[config.mk]
export PLATFORM = sky130hd
export DESIGN_NAME = pll_phase_ctrl
export DESIGN_NICKNAME = d
export VERILOG_FILES = /design/src/rtl/pll_phase_ctrl.sv
export SDC_FILE = /design/constraint.sdc
export NUM_CORES = 1
export LEC_CHECK = 0
export ABC_CLOCK_PERIOD_IN_PS = 3100
export BUFFER_PORTS_ARGS = -buffer_cell sky130_fd_sc_hd__clkbuf_2
export CAP_MARGIN = 20
export CORE_ASPECT_RATIO = 1.2
export CORE_MARGIN = 2
export CORE_UTILIZATION = 30
export CTS_CLUSTER_DIAMETER = 150
export DETAILED_ROUTE_END_ITERATION = 7
export GPL_TIMING_DRIVEN = 1
export PLACE_DENSITY_LB_ADDON = 0.2
export SKIP_CTS_REPAIR_TIMING = 1
export SYNTH_ARGS = -nofsm -noshare
export SYNTH_HDL_FRONTEND = slang
export SYNTH_SLANG_ARGS = --single-unit
[constraint.sdc]
create_clock -name clk -period 3.1 [get_ports clk]
set_input_delay 0.155 -clock clk [delete_from_list [all_inputs] [get_ports clk]]
set_output_delay 0.155 -clock clk [all_outputs]
set_load 0.01 [all_outputs]
[src/rtl/pll_phase_ctrl.sv]
// Reset/lock sequencer and dynamic phase-shift driver for an ECP5 EHXPLLL.
// Runs on the free-running reference clock; every output comes straight from a flop.
module pll_phase_ctrl #(
    parameter int RST_CYC      = 16,
    parameter int LOCK_TIMEOUT = 50000,
    parameter int SETUP_CYC    = 2,
    parameter int PULSE_CYC    = 4,
    parameter int GAP_CYC      = 4,
    parameter int STEP_W       = 8
) (
    input  logic              clk,
    input  logic              rst_n,
    input  logic              req_valid,
    output logic              req_ready,
    input  logic [1:0]        req_sel,
    input  logic              req_dir,
    input  logic [STEP_W-1:0] req_steps,
    output logic              done,
    output logic              busy,
    output logic              locked_o,
    output logic              lock_err,
    output logic [7:0]        fail_cnt,
    input  logic              pll_locked,
    output logic              pll_rst,
    output logic [1:0]        pll_phasesel,
    output logic              pll_phasedir,
    output logic              pll_phasestep,
    output logic              pll_phaseloadreg
);

    typedef enum logic [2:0] {
        ST_RST, ST_WAIT_LOCK, ST_IDLE, ST_SETUP, ST_PULSE, ST_GAP, ST_DONE
    } state_t;

    localparam logic [31:0] RST_LAST   = 32'(RST_CYC - 1);
    localparam logic [31:0] TO_LAST    = 32'(LOCK_TIMEOUT - 1);
    localparam logic [31:0] SETUP_LAST = 32'(SETUP_CYC - 1);
    localparam logic [31:0] PULSE_LAST = 32'(PULSE_CYC - 1);
    localparam logic [31:0] GAP_LAST   = 32'(GAP_CYC - 1);

    state_t              state_q;
    logic [31:0]         cnt_q;
    logic [STEP_W-1:0]   steps_q;
    logic                sync_q, locked_q;
    logic                ready_q, done_q, busy_q, lock_err_q, rst_q;
    logic [7:0]          fail_q;
    logic [7:0]          fail_d;
    logic [1:0]          sel_q;
    logic                dir_q, step_q;

    assign fail_d = (fail_q == 8'hFF) ? fail_q : fail_q + 8'd1;

    // Two-flop synchronizer for the asynchronous LOCK pin.
    always_ff @(posedge clk or negedge rst_n) begin
        if (!rst_n) begin
            sync_q   <= 1'b0;
            locked_q <= 1'b0;
        end else begin
            sync_q   <= pll_locked;
            locked_q <= sync_q;
        end
    end

    always_ff @(posedge clk or negedge rst_n) begin
        if (!rst_n) begin
            state_q    <= ST_RST;
            cnt_q      <= '0;
            steps_q    <= '0;
            ready_q    <= 1'b0;
            done_q     <= 1'b0;
            busy_q     <= 1'b1;
            lock_err_q <= 1'b0;
            rst_q      <= 1'b1;
            fail_q     <= '0;
            sel_q      <= '0;
            dir_q      <= 1'b0;
            step_q     <= 1'b1;
        end else begin
            lock_err_q <= 1'b0;
            done_q     <= 1'b0;
            case (state_q)
                ST_RST: begin
                    if (cnt_q == RST_LAST) begin
                        state_q <= ST_WAIT_LOCK;
                        cnt_q   <= '0;
                        rst_q   <= 1'b0;
                    end else begin
                        cnt_q <= cnt_q + 32'd1;
                    end
                end
                ST_WAIT_LOCK: begin
                    if (locked_q) begin
                        state_q <= ST_IDLE;
                        cnt_q   <= '0;
                        ready_q <= 1'b1;
                        busy_q  <= 1'b0;
                    end else if (cnt_q == TO_LAST) begin
                        state_q    <= ST_RST;
                        cnt_q      <= '0;
                        rst_q      <= 1'b1;
                        lock_err_q <= 1'b1;
                        fail_q     <= fail_d;
                    end else begin
                        cnt_q <= cnt_q + 32'd1;
                    end
                end
                ST_IDLE: begin
                    // A lost lock wins over a request arriving in the same cycle.
                    if (!locked_q) begin
                        state_q <= ST_RST;
                        cnt_q   <= '0;
                        rst_q   <= 1'b1;
                        ready_q <= 1'b0;
                        busy_q  <= 1'b1;
                        fail_q  <= fail_d;
                    end else if (req_valid) begin
                        state_q <= ST_SETUP;
                        cnt_q   <= '0;
                        ready_q <= 1'b0;
                        busy_q  <= 1'b1;
                        sel_q   <= req_sel;
                        dir_q   <= req_dir;
                        steps_q <= req_steps;
                    end
                end
                ST_SETUP: begin
                    if (cnt_q == SETUP_LAST) begin
                        cnt_q <= '0;
                        if (steps_q == '0) begin
                            state_q <= ST_DONE;
                            done_q  <= 1'b1;
                        end else begin
                            state_q <= ST_PULSE;
                            step_q  <= 1'b0;
                        end
                    end else begin
                        cnt_q <= cnt_q + 32'd1;
                    end
                end
                ST_PULSE: begin
                    if (cnt_q == PULSE_LAST) begin
                        state_q <= ST_GAP;
                        cnt_q   <= '0;
                        step_q  <= 1'b1;
                    end else begin
                        cnt_q <= cnt_q + 32'd1;
                    end
                end
                ST_GAP: begin
                    if (cnt_q == GAP_LAST) begin
                        cnt_q   <= '0;
                        steps_q <= steps_q - 1'b1;
                        if (steps_q == STEP_W'(1)) begin
                            state_q <= ST_DONE;
                            done_q  <= 1'b1;
                        end else begin
                            state_q <= ST_PULSE;
                            step_q  <= 1'b0;
                        end
                    end else begin
                        cnt_q <= cnt_q + 32'd1;
                    end
                end
                ST_DONE: begin
                    state_q <= ST_IDLE;
                    ready_q <= 1'b1;
                    busy_q  <= 1'b0;
                end
                default: begin
                    state_q <= ST_RST;
                    cnt_q   <= '0;
                    rst_q   <= 1'b1;
                    ready_q <= 1'b0;
                    busy_q  <= 1'b1;
                    step_q  <= 1'b1;
                end
            endcase
        end
    end

    assign req_ready        = ready_q;
    assign done             = done_q;
    assign busy             = busy_q;
    assign locked_o         = locked_q;
    assign lock_err         = lock_err_q;
    assign fail_cnt         = fail_q;
    assign pll_rst          = rst_q;
    assign pll_phasesel     = sel_q;
    assign pll_phasedir     = dir_q;
    assign pll_phasestep    = step_q;
    assign pll_phaseloadreg = 1'b1;

endmodule
==> metrics.yaml <==
outcome: "completed"
final_antenna_net_count: 0
pin_count: 34
irDropWorstVdd_v: 0.000243
dp_slack_ns: 0.524
arrival_ns: 2.86
synth_top_area_cell: "dfrtp_1"
antenna_found_initial: 0
grt_max_degree: 30
hold_viol_final: 0
slew_headroom: 0.296
hold_slack_ns: 0.0183
clkPwrFrac: 0.515
io_buffers: 32
coreArea_um2: 11600
setup_viol: 0
avgRoutedWirePerCell_um: 15.7
synth_edf_count: 0
h-tree-depth: 3
grt_setup_unrepaired: "false"
critical_path_class: "register to register"
start_kind: "register"
ys_async_sr_fraction: 1.00
fin_skew_ns: 0.00642
ys.flop_type: "dfrtp_1"
sw_frac_of_total: 0.213
diodes: 0
grt_usage: 0.156
cts_tree: "built"
yosysTopAreaCellShare: 0.412
vias: 3205
critPathMaxFanout: 29
synth_top_cells_by_area: "dfrtp_1 (41%), nand2_1 (4.8%), o21ai_0 (4.3%)"
routed_wl_um: 9330
grt_pass1_vias: 3210
synth_seq_cells: 62
fmax_mhz: 378
yosys_warnings: 0
ys_types: 63
period_share: 0.854
place_inst: 577
cellInternalPower_w: 0.00138
syn_area_um2: 3590
fin_util: 0.362
power_density_nw_per_um2: 417
floorplan.initialDensity: 0.309
finalMaxSlewViolations: 0
synthToLayoutAreaGrowth_pct: 17.2
syn_avg_cell_area_um2: 9.01
layout-drive-gt1-share: 0.169
rows: 43
cts-root-buf: "clkbuf_16"
grt_overflow: 0
ys_seq_area_frac: 0.434
finalNetCount: 454
switching_power_w: 0.000374
hold_class: "input port to register"
synth_top_cells_by_count: "dfrtp_1 (59), nand2_1 (46), o21ai_0 (31), nand3_1 (24), nor2_1 (23)"
setup_ws_ns: 0.452
cts_sinks: 62
maxCapViolCount: 0
hpwl_um: 6580
tns_ns: 0
combPwrFrac: 0.021
drc: 0
grt_pass1_wl_um: 16100
chipWidth_um: 104
clk_pin_slew_ns: 0.05
via_per_inst: 5.39
cp.required_ns: 3.31
worst_slew_pin_slew_ns: 1.05
drt-initial-drc-count: 156
end_kind: "register"
p_seq_frac: 0.464
cts_buffer_depth: 2
syn_inst: 398
synth.most_common_cell: "dfrtp_1"
numCtsBuffers: 9
final_cells: 595
clock_latency_ns: 0.33
dieArea_um2: 12800
p_leak_nw: 1.76
syn_nets: 419
gp_congestion: 0.807
fp.dieH_um: 124
fin_crit_ns: 2.65
drtPass1Iterations: 4
-- final timing paths --
check	startpoint	end	slack, ns	cells after the start
worst min register to register	sync_q	locked_o	0.34	0
worst max-delay path	cnt_q[4]	cnt_q[23]	0.45	7
worst max register to register	cnt_q[4]	cnt_q[23]	0.45	7
worst min-delay path	req_dir	pll_phasedir	0.02	3
max in group asynchronous	rst_n	pll_rst	1.95	3
min in group asynchronous	rst_n	fail_cnt[3]	0.35	2
-- worst max-delay path: stages, from the launching register on --
cell	delay (ns)
dfrtp_1	0.43
or4b_1	0.53
nor4_1	0.42
o32a_1	0.25
and4_1	0.37
buf_12	0.22
o21ai_1	0.09
a21o_1	0.22
-- power by group through the flow --
stage	clock network [W]	logic, W	registers [W]
after floorplan	0	0.00000676	0.000827
after global placement	0	0.0000364	0.000827
after detailed placement	0	0.0000364	0.000827
after CTS	0.000934	0.0000367	0.000813
after global routing	0.000976	0.0000430	0.000813
final	0.000902	0.0000368	0.000813
-- logic make-up (layout without fill, tap and decap cells) --
| family | after synthesis | in the layout | synth area share |
|---|---|---|---|
| buffers and inverters | 31 | 71 | 0.0450 |
| flip-flops | 62 | 62 | 0.434 |
| other | 1 | 1 | 0.00105 |
| multiplexers | 1 | 1 | 0.00314 |
| XOR/XNOR | 12 | 12 | 0.0293 |
| AO/OA/AOI/OAI | 95 | 95 | 0.173 |
| adder cells (fa/ha/maj) | 6 | 6 | 0.0209 |
| AND/OR/NAND/NOR | 190 | 190 | 0.293 |
-- registers in the layout, summed over array words and instances, names as in the netlist --
| name | count |
|---|---|
| steps_q | 8 |
| fail_cnt | 8 |
| pll_rst | 1 |
| done | 1 |
| pll_phasedir | 1 |
| pll_phasestep | 1 |
| busy | 1 |
| pll_phasesel | 2 |
| req_ready | 1 |
| cnt_q | 32 |
| state_q | 3 |
| locked_o | 1 |
| sync_q | 1 |
| lock_err | 1 |
-- layer usage --
metal | part of all wire | vias to the layer above | global-route usage
li1 | - | 1559 | -
met1 | 0.46 | 1565 | 0.193
met2 | 0.49 | 69 | 0.268
met3 | 0.036 | 12 | 0.0351
met4 | 0.017 | 0 | 0.0608
met5 | 0 | - | 0
-- cell type report --
type	instances	area [µm²]
clock inverter	5	25.0
clock buffer	11	243
multi-input combinational	305	1870
sequential	62	1560
timing repair buffer	45	275
inverter	10	37.5
fill	1230	7420
tap	157	196
-- placed cells by master (no fill, tap or decap), types with 4 or more instances in the layout --
master | Yosys | layout
nor2b_1 | 6 | 6
dfrtp_1 | 59 | 59
nor3_1 | 12 | 12
ha_1 | 6 | 6
nand3_1 | 24 | 24
nand4_1 | 18 | 18
and3_1 | 10 | 10
clkbuf_2 | 0 | 32
xnor2_1 | 7 | 7
o21ai_0 | 31 | 31
nor4_1 | 6 | 6
inv_1 | 10 | 10
nand2_1 | 46 | 46
or4_1 | 7 | 7
o211ai_1 | 6 | 6
nor2_1 | 23 | 22
a31oi_1 | 4 | 4
clkbuf_16 | 0 | 9
a21oi_1 | 12 | 12
o31ai_1 | 9 | 9
xor2_1 | 5 | 5
clkinv_2 | 0 | 5
buf_4 | 4 | 10
or3_1 | 13 | 13
and4_1 | 4 | 4
-- per-stage QoR --
stage                     power, W  cell area [µm²]
after global placement    0.000864             3920
after CTS                  0.00178             4180
after global routing       0.00183             4200
after detailed placement  0.000864             3920
final                      0.00175             4200
after floorplan           0.000834             3590
Power figures use the tool's default switching activity.
